`config.mk`:
```
export PLATFORM = sky130hd
export DESIGN_NAME = step_counter
export DESIGN_NICKNAME = d
export VERILOG_FILES = /design/src/rtl/step_counter.sv
export SDC_FILE = /design/constraint.sdc
export NUM_CORES = 1
export LEC_CHECK = 0
export ABC_AREA = 1
export CORE_ASPECT_RATIO = 0.9
export CORE_MARGIN = 2
export CORE_UTILIZATION = 40
export CTS_CLUSTER_DIAMETER = 100
export DETAILED_ROUTE_END_ITERATION = 6
export GPL_TIMING_DRIVEN = 1
export PLACE_DENSITY_LB_ADDON = 0.1
export SYNTH_ARGS = -nofsm -noshare
export SYNTH_HDL_FRONTEND = slang
export SYNTH_SLANG_ARGS = --single-unit
```
`constraint.sdc`:
```
create_clock -name clk -period 1.62 [get_ports clk]
set_input_delay 0.324 -clock clk [delete_from_list [all_inputs] [get_ports clk]]
set_output_delay 0.324 -clock clk [all_outputs]
set_load 0.01 [all_outputs]
```
`src/rtl/step_counter.sv`:
```
// Registered up/down step sequencer: accepts load/clear/inc/dec commands over valid/ready and
// applies one inc_dec step per cycle, with saturating or wrap-around arithmetic.

module inc_dec #(
    parameter int unsigned N = 4
) (
    input  logic [N-1:0] in,
    input  logic         mode,
    output logic [N-1:0] out
);

    localparam logic [N-1:0] One = {{(N-1){1'b0}}, 1'b1};

    // mode 0 increments, mode 1 decrements; both wrap modulo 2^N
    assign out = mode ? (in - One) : (in + One);

endmodule

module step_counter #(
    parameter int unsigned N = 4,
    parameter int unsigned S = 4
) (
    input  logic         clk,
    input  logic         rst,
    input  logic         cmd_valid,
    output logic         cmd_ready,
    input  logic [1:0]   cmd_op,
    input  logic [N-1:0] cmd_data,
    input  logic [S-1:0] cmd_steps,
    input  logic         wrap_en,
    output logic [N-1:0] value,
    output logic         busy,
    output logic         done,
    output logic         at_max,
    output logic         at_min,
    output logic         sat_hit
);

    localparam logic [1:0] StIdle = 2'd0;
    localparam logic [1:0] StRun  = 2'd1;
    localparam logic [1:0] StDone = 2'd2;

    localparam logic [1:0] OpInc   = 2'b00;
    localparam logic [1:0] OpDec   = 2'b01;
    localparam logic [1:0] OpLoad  = 2'b10;
    localparam logic [1:0] OpClear = 2'b11;

    localparam logic [N-1:0] ValMax = {N{1'b1}};
    localparam logic [S-1:0] StepOne = {{(S-1){1'b0}}, 1'b1};

    logic [1:0]   state_q, state_d;
    logic [N-1:0] value_q, value_d;
    logic [S-1:0] remaining_q, remaining_d;
    logic         dir_q, dir_d;
    logic         wrap_q, wrap_d;
    logic         sat_hit_q, sat_hit_d;

    logic         accept;
    logic         blocked;
    logic [N-1:0] step_value;

    inc_dec #(
        .N (N)
    ) u_inc_dec (
        .in   (value_q),
        .mode (dir_q),
        .out  (step_value)
    );

    assign cmd_ready = (state_q == StIdle) && !rst;
    assign accept    = cmd_valid && cmd_ready;

    // In saturating mode a step that would cross a boundary is consumed but not applied
    assign blocked = !wrap_q && (dir_q ? (value_q == '0) : (value_q == ValMax));

    always_comb begin
        state_d     = state_q;
        value_d     = value_q;
        remaining_d = remaining_q;
        dir_d       = dir_q;
        wrap_d      = wrap_q;
        sat_hit_d   = sat_hit_q;

        case (state_q)
            StIdle: begin
                if (accept) begin
                    sat_hit_d = 1'b0;
                    wrap_d    = wrap_en;
                    dir_d     = (cmd_op == OpDec);
                    case (cmd_op)
                        OpLoad: begin
                            value_d = cmd_data;
                            state_d = StDone;
                        end
                        OpClear: begin
                            value_d = '0;
                            state_d = StDone;
                        end
                        OpInc, OpDec: begin
                            remaining_d = cmd_steps;
                            state_d     = (cmd_steps == '0) ? StDone : StRun;
                        end
                        default: state_d = StIdle;
                    endcase
                end
            end
            StRun: begin
                if (blocked) begin
                    sat_hit_d = 1'b1;
                end else begin
                    value_d = step_value;
                end
                remaining_d = remaining_q - StepOne;
                if (remaining_q == StepOne) begin
                    state_d = StDone;
                end
            end
            StDone: begin
                state_d = StIdle;
            end
            default: begin
                state_d = StIdle;
            end
        endcase
    end

    always_ff @(posedge clk) begin
        if (rst) begin
            state_q     <= StIdle;
            value_q     <= '0;
            remaining_q <= '0;
            dir_q       <= 1'b0;
            wrap_q      <= 1'b0;
            sat_hit_q   <= 1'b0;
        end else begin
            state_q     <= state_d;
            value_q     <= value_d;
            remaining_q <= remaining_d;
            dir_q       <= dir_d;
            wrap_q      <= wrap_d;
            sat_hit_q   <= sat_hit_d;
        end
    end

    assign value   = value_q;
    assign busy    = (state_q == StRun) || (state_q == StDone);
    assign done    = (state_q == StDone);
    assign at_max  = (value_q == ValMax);
    assign at_min  = (value_q == '0);
    assign sat_hit = sat_hit_q;

endmodule
```
==> out/metrics.cfg <==
[worst_setup_path]
worstReg2RegStart = state_q[1]
crit_path_start = value[0]
endpoint = value[0]
crit_buf_inv = 1
rr_worst_depth = 9
critPathCaptureType = primary output
required_ns = 1.30
cpPeakStageDelay_ns = 0.56
path_cells = clkdlybuf4s50_1
r2r_end = state_q[1]
cp-start-kind = flop
cp_num_cells = 1
crit_type = reg -> out
arrival_ns = 1.24
r2r_setup_slack_ns = 0.12
critPathMaxFanout = 7
cp_top_family = buffers and inverters
crit_slowest_cell = clkdlybuf4s50_1

[power]
power_frac_comb_pct = 59.4
p_sw_share_pct = 44.0
p_sw_mw = 0.755
clkPwrFrac_pct = 12.1
total_power_mw = 1.72
p_seq_share_pct = 28.5
internal_power_mw = 0.960
power-per-cell-area_mw_per_mm2 = 1380
ir_drop_mv = 1.05
p_leak_nw = 0.549

[sta]
setup_viol = 0
clock_skew_ns = 0.00384
slew_headroom_pct = 84.2
tightest_slew_ns = 0.234
period_share_pct = 96.8
fmax_mhz = 638
final_hold_viol_count = 0
report.final.slew_viol_count = 0
min_period_ns = 1.57

[synthesis]
yosysSeqAreaShare_pct = 29.0
avgSynthCellArea_um2 = 6.90
synth_seq_cells = 13
ys_types = 22
syn-num-nets = 152
synth_area_um2 = 897
synth_cells = 130
yosys_warnings = 0

[drt]
wl_per_cell_um = 11.0
routed_wl_mm = 2.09
firstDrtPassIters = 4
vias = 930
drt_drc_violations_left = 0
dr.first_iter.drc_count = 6
ant_nets = 0
vias_per_cell = 4.87

[place]
dpl.cell_count = 186
postPlaceCellArea_mm2 = 0.00120
place_congestion = 0.821
place.detailed.hpwl_mm = 1.62
port_buffers = 23

[grt]
grt_usage_pct = 17.0
grt-ovfl-total = 0
grt_pass1_vias = 832
grt_max_degree = 12
grt_first_pass_wirelength_mm = 3.40
antenna_found_initial = 0

[clocking]
clock_latency_ns = 0.27
cts_buffer_depth = 2
clk_pin_slew_ns = 0.09
htree_levels = 1
ctsRootBufferMaster = clkbuf_4
hold_buffers = 0
cts_inserted_buffers = 3
clock-sinks = 13
cts_tree = done

[floorplanning]
die_h_um = 48.9
core_mm2 = 0.00214
die_x_um = 53.9
rows = 16
io_pins = 24
dieArea_mm2 = 0.00264
initial_core_util_pct = 41.9

[layout]
syn2layout_area_growth_pct = 38.2
antenna_cells = 0
final_cell_area_mm2 = 0.00124
drive_gt1_share_pct = 17.7
final_cell_mix = 24 x nand2_1, 18 x clkdlybuf4s50_1, 16 x inv_1, 16 x o21ai_0
final_common_cell = nand2_1
fin_cells = 191
nets = 187
fillers = 212

[min_path]
hold_class = reg -> reg
min_from = sat_hit

[outcome]
outcome = completed

[job]
maxCapViolCount = 0

[layer usage]
metal  global-route usage, %  vias to the layer above  share of wire [%]
li1                        -                      496                  -
met1                    22.5                      415                 48
met2                    26.6                       17                 48
met3                    3.07                        2                3.2
met4                    7.26                        0               0.62
met5                       0                        -                  0
[cells in the mapped netlist, drive strengths merged]
master / number / area [um^2]
o21ai: 18 / 93.8
dfxtp: 13 / 260
fa: 1 / 20.0
ha: 7 / 87.6
nor2: 15 / 58.8
o22ai: 1 / 12.5
nand3: 13 / 77.6
nand2: 26 / 108
xnor2: 2 / 17.5
a211oi: 2 / 15.0
nor3: 1 / 5.00
buf: 1 / 11.3
xor2: 1 / 8.76
inv: 19 / 71.3
a21oi: 10 / 50.1
[timing repair]
item | in CTS | in global routing
gates cloned | 0 | 0
setup endpoints to repair | 6 | 3
buffers inserted | 0 | 1
resized for setup | 12 | 4
[worst register-to-register path, stage by stage (launching register included)]
cell and delay, ns:
dfxtp_1 0.37, inv_1 0.07, ha_1 0.19, buf_4 0.17, nand3_4 0.10, nand2_1 0.05
o21ai_0 0.10, inv_1 0.11, o21ai_0 0.18, nor2_1 0.06
[per-stage QoR]
stage | utilization, % | hold WS (ns) | setup TNS, ns | setup slack [ns]
after floorplan | - | 0.393 | 0 | 0.179
after global placement | 56.1 | 0.440 | -0.102 | -0.0830
after detailed placement | 56.1 | 0.445 | -0.205 | -0.101
after CTS | 57.6 | 0.460 | 0 | 0.00112
after global routing | 57.9 | 0.499 | -0.0188 | -0.0169
final | 57.9 | 0.456 | 0 | 0.0525
[how the worst min path moves through the flow]
stage | end | slack (ns) | depth (start not counted)
final | sat_hit | 0.46 | 2
after global routing | sat_hit | 0.50 | 2
after CTS | sat_hit | 0.46 | 2
after detailed placement | sat_hit | 0.45 | 2
after global placement | sat_hit | 0.44 | 2
after floorplan | remaining_q[3] | 0.39 | 1
[kinds of logic (layout without fill, tap and decap cells)]
logic type	after synthesis	count (layout)	share of synthesized area [%]
xor+xnor	3	3	2.93
simple gates	55	55	27.8
flops	13	13	29.0
buf+inv	20	54	9.21
compound gates	31	31	19.1
fa+ha+maj	8	8	12.0
[cell type report]
class	count	area, um^2	area share, %
Clock buffer	4	26.3	2.12
Multi-Input combinational cell	97	559	45.1
Inverter	19	71.3	5.75
Timing Repair Buffer	31	282	22.7
Tap cell	27	33.8	2.72
Sequential cell	13	268	21.6
[registers in the layout (all words and copies together) (netlist names)]
name,cells
remaining_q,4
value,4
state_q,2
dir_q,1
sat_hit,1
wrap_q,1
[power by group through the flow]
stage	sequential, mW	clock, mW	combinational [mW]
final	0.489	0.207	1.02
after global routing	0.501	0.231	1.15
after CTS	0.489	0.216	0.995
after detailed placement	0.484	0	1.03
after global placement	0.481	0	1.01
after floorplan	0.477	0	0.674
Note: power is estimated with default switching activity, not from simulation.
==> edit (same flow settings) <==
`value_q` no longer has a reset.
--- a/src/rtl/step_counter.sv
+++ b/src/rtl/step_counter.sv
@@ -127,19 +127,21 @@
     always_ff @(posedge clk) begin
         if (rst) begin
             state_q     <= StIdle;
-            value_q     <= '0;
             remaining_q <= '0;
             dir_q       <= 1'b0;
             wrap_q      <= 1'b0;
             sat_hit_q   <= 1'b0;
         end else begin
             state_q     <= state_d;
-            value_q     <= value_d;
             remaining_q <= remaining_d;
             dir_q       <= dir_d;
             wrap_q      <= wrap_d;
             sat_hit_q   <= sat_hit_d;
         end
+    end
+
+    always_ff @(posedge clk) begin
+        value_q <= value_d;
     end
 
     assign value   = value_q;
Function: differs if rst is asserted again (counterexample within 4 cycles, from zero or initial values and one cycle with rst high); with rst held inactive, the same outputs for 10 cycles.
==> edit against the original RTL <==
- clock skew rose by 0.00066 ns
- area after synthesis increased by 0.42%
- first-iteration DRC count rose by 50%
- synthesized cell count shrank 3.8%
- sequential share of layout area is 1.1 points higher
- routed wire length up 2.0%
- total power up 2.2%
- design area up 7.8%
- sequential cell count unchanged
- worst setup slack better by 0.0041 ns
- critical endpoint is now at_max
- largest power group unchanged
==> edit: results (changes against the original RTL) <==
Parameter                              Value

Drt
  Via count of the routed design ... 940 (+1.1%)
  Metal3 WL ... 94 um (+42%)
  DR pass1 iterations ... 4 (unchanged)
  M1 wire length ... 961 um (-4.3%)
  DRC violation total after the first TritonRoute iteration ... 9 (+3)
  Routed length per instance ... 10.9 um (-0.59%)
  Total met2 wirelength after detailed routing ... 1070 um (+5.6%)

Pwr
  Maximum vdd drop ... 0.734 mV (-30%)
  Leakage Power ... 0.620 nW (+13%)
  Switching part of the total power ... 41.3% (-2.7 points)

Yosys
  Number of enable flip-flop cells after synthesis ... 4 (+4)
  Synthesized-area fraction occupied by adder cells ... 11.9% (-0.050 points)
  Mapped Nets ... 147 (-3.3%)
  Count of cell types in the netlist ... 23 (+4.5%)
  Fraction of the mapped netlist area in compound gates ... 15.6% (-3.6 points)
  Most numerous cell types in the synthesized netlist ... 23 x sky130_fd_sc_hd__nand2_1, 19 x sky130_fd_sc_hd__inv_1, 14 x sky130_fd_sc_hd__nand3_1, 12 x sky130_fd_sc_hd__o21ai_0, 10 x sky130_fd_sc_hd__nor2_1
  Sequential element share of the synthesized area ... 33.3% (+4.3 points)
  Post-synthesis instance total ... 125 (-3.8%)
  Fraction of registers with async set/reset ... 0% (unchanged)
  Fraction of synthesized cell area in xor and xnor cells ... 1.94% (-0.98 points)
  Leading post-synthesis cells by cell area ... sky130_fd_sc_hd__dfxtp_1 20%, sky130_fd_sc_hd__edfxtp_1 13%, sky130_fd_sc_hd__ha_1 9.7%

Worst hold path
  Hold path depth ... 2 (unchanged)

Setup path
  Maximum single-stage delay on the critical path ... 0.42 ns (-0.14 ns)
  Reg2reg end ... value[3]$_DFFE_PP_
  Worst Path Max Fanout ... 2 (-5)
  R2R cell count ... 7 (-2)
  Capturing element of the worst setup path ... at_max
  Critical-path top delay cell ... sky130_fd_sc_hd__edfxtp_1

Clock network
  Post-CTS setup buffer count ... 4 (+4)
  CTS H-Tree Depth ... 1 (unchanged)
  Post-CTS Resized ... 14 (+2)

Timing
  Relative max-transition margin ... 77.6% (-6.6 points)
  Slack of the critical path ... 0.0565 ns (+0.00408 ns)
  Worst Hold Margin ... 0.449 ns (-0.00684 ns)
  Clock tree skew after final layout ... 0.00451 ns (+0.000664 ns)

Finish
  Number of nets in the layout ... 192 (+2.7%)
  Count of filler cells inserted in the layout ... 194 (-8.5%)
  Share of layout cells above drive strength 1 ... 23.1% (+5.4 points)

Global route
  Global-route met1 utilization ... 20.5% (-2.0 points)
  Met2 usage ... 30.7% (+4.1 points)
  Met3 Usage GRT ... 6.44% (+3.4 points)
  Number of antenna violations at the first check in global routing ... 0 (unchanged)
  Global-route wire length before repair ... 3450 um (+1.4%)
  Pin count of the biggest net entering global routing ... 14 (+2)
  GRT Util Overall ... 17.7% (+0.71 points)
  Vias in the first global route ... 834 (+0.24%)

Placed design
  Post-place setup slack ... -0.196 ns (-0.0948 ns)
  Detailed Place HPWL ... 1640 um (+1.1%)
  Area after detailed placement ... 1240 um2 (+3.0%)
  Placer's final routability congestion estimate ... 0.779 (-5.1%)

Outcome
  Outcome ... complete, no violations
==> edit: cell count changes in the layout (fill, tap and decap cells not counted), sizes merged, moves of 2 or more <==
cell	delta
buf	+12
clkdlybuf4s50	-3
dfxtp	-4
dlygate4sd2	+3
edfxtp	+4
nand3	+2
nor2	-2
o21ai	-5
xnor2	-2
==> edit: layout make-up <==
cell class / count / area, um2 / share of cell area (%)
Clock buffer: 4 / 26.3 / 1.97
Tap cell: 27 / 33.8 / 2.53
Sequential cell: 13 / 303 / 22.7
Multi-Input combinational cell: 91 / 539 / 40.4
Timing Repair Buffer: 42 / 363 / 27.2
Inverter: 19 / 71.3 / 5.34
==> edit: power by group through the flow <==
stage                     Combinational [mW]  Clock (mW)  Sequential, mW
after floorplan                        0.611           0           0.512
after global placement                 0.955           0           0.509
after detailed placement               0.975           0           0.513
after CTS                              0.985       0.211           0.502
after global routing                    1.18       0.232           0.516
final                                   1.05       0.203           0.504
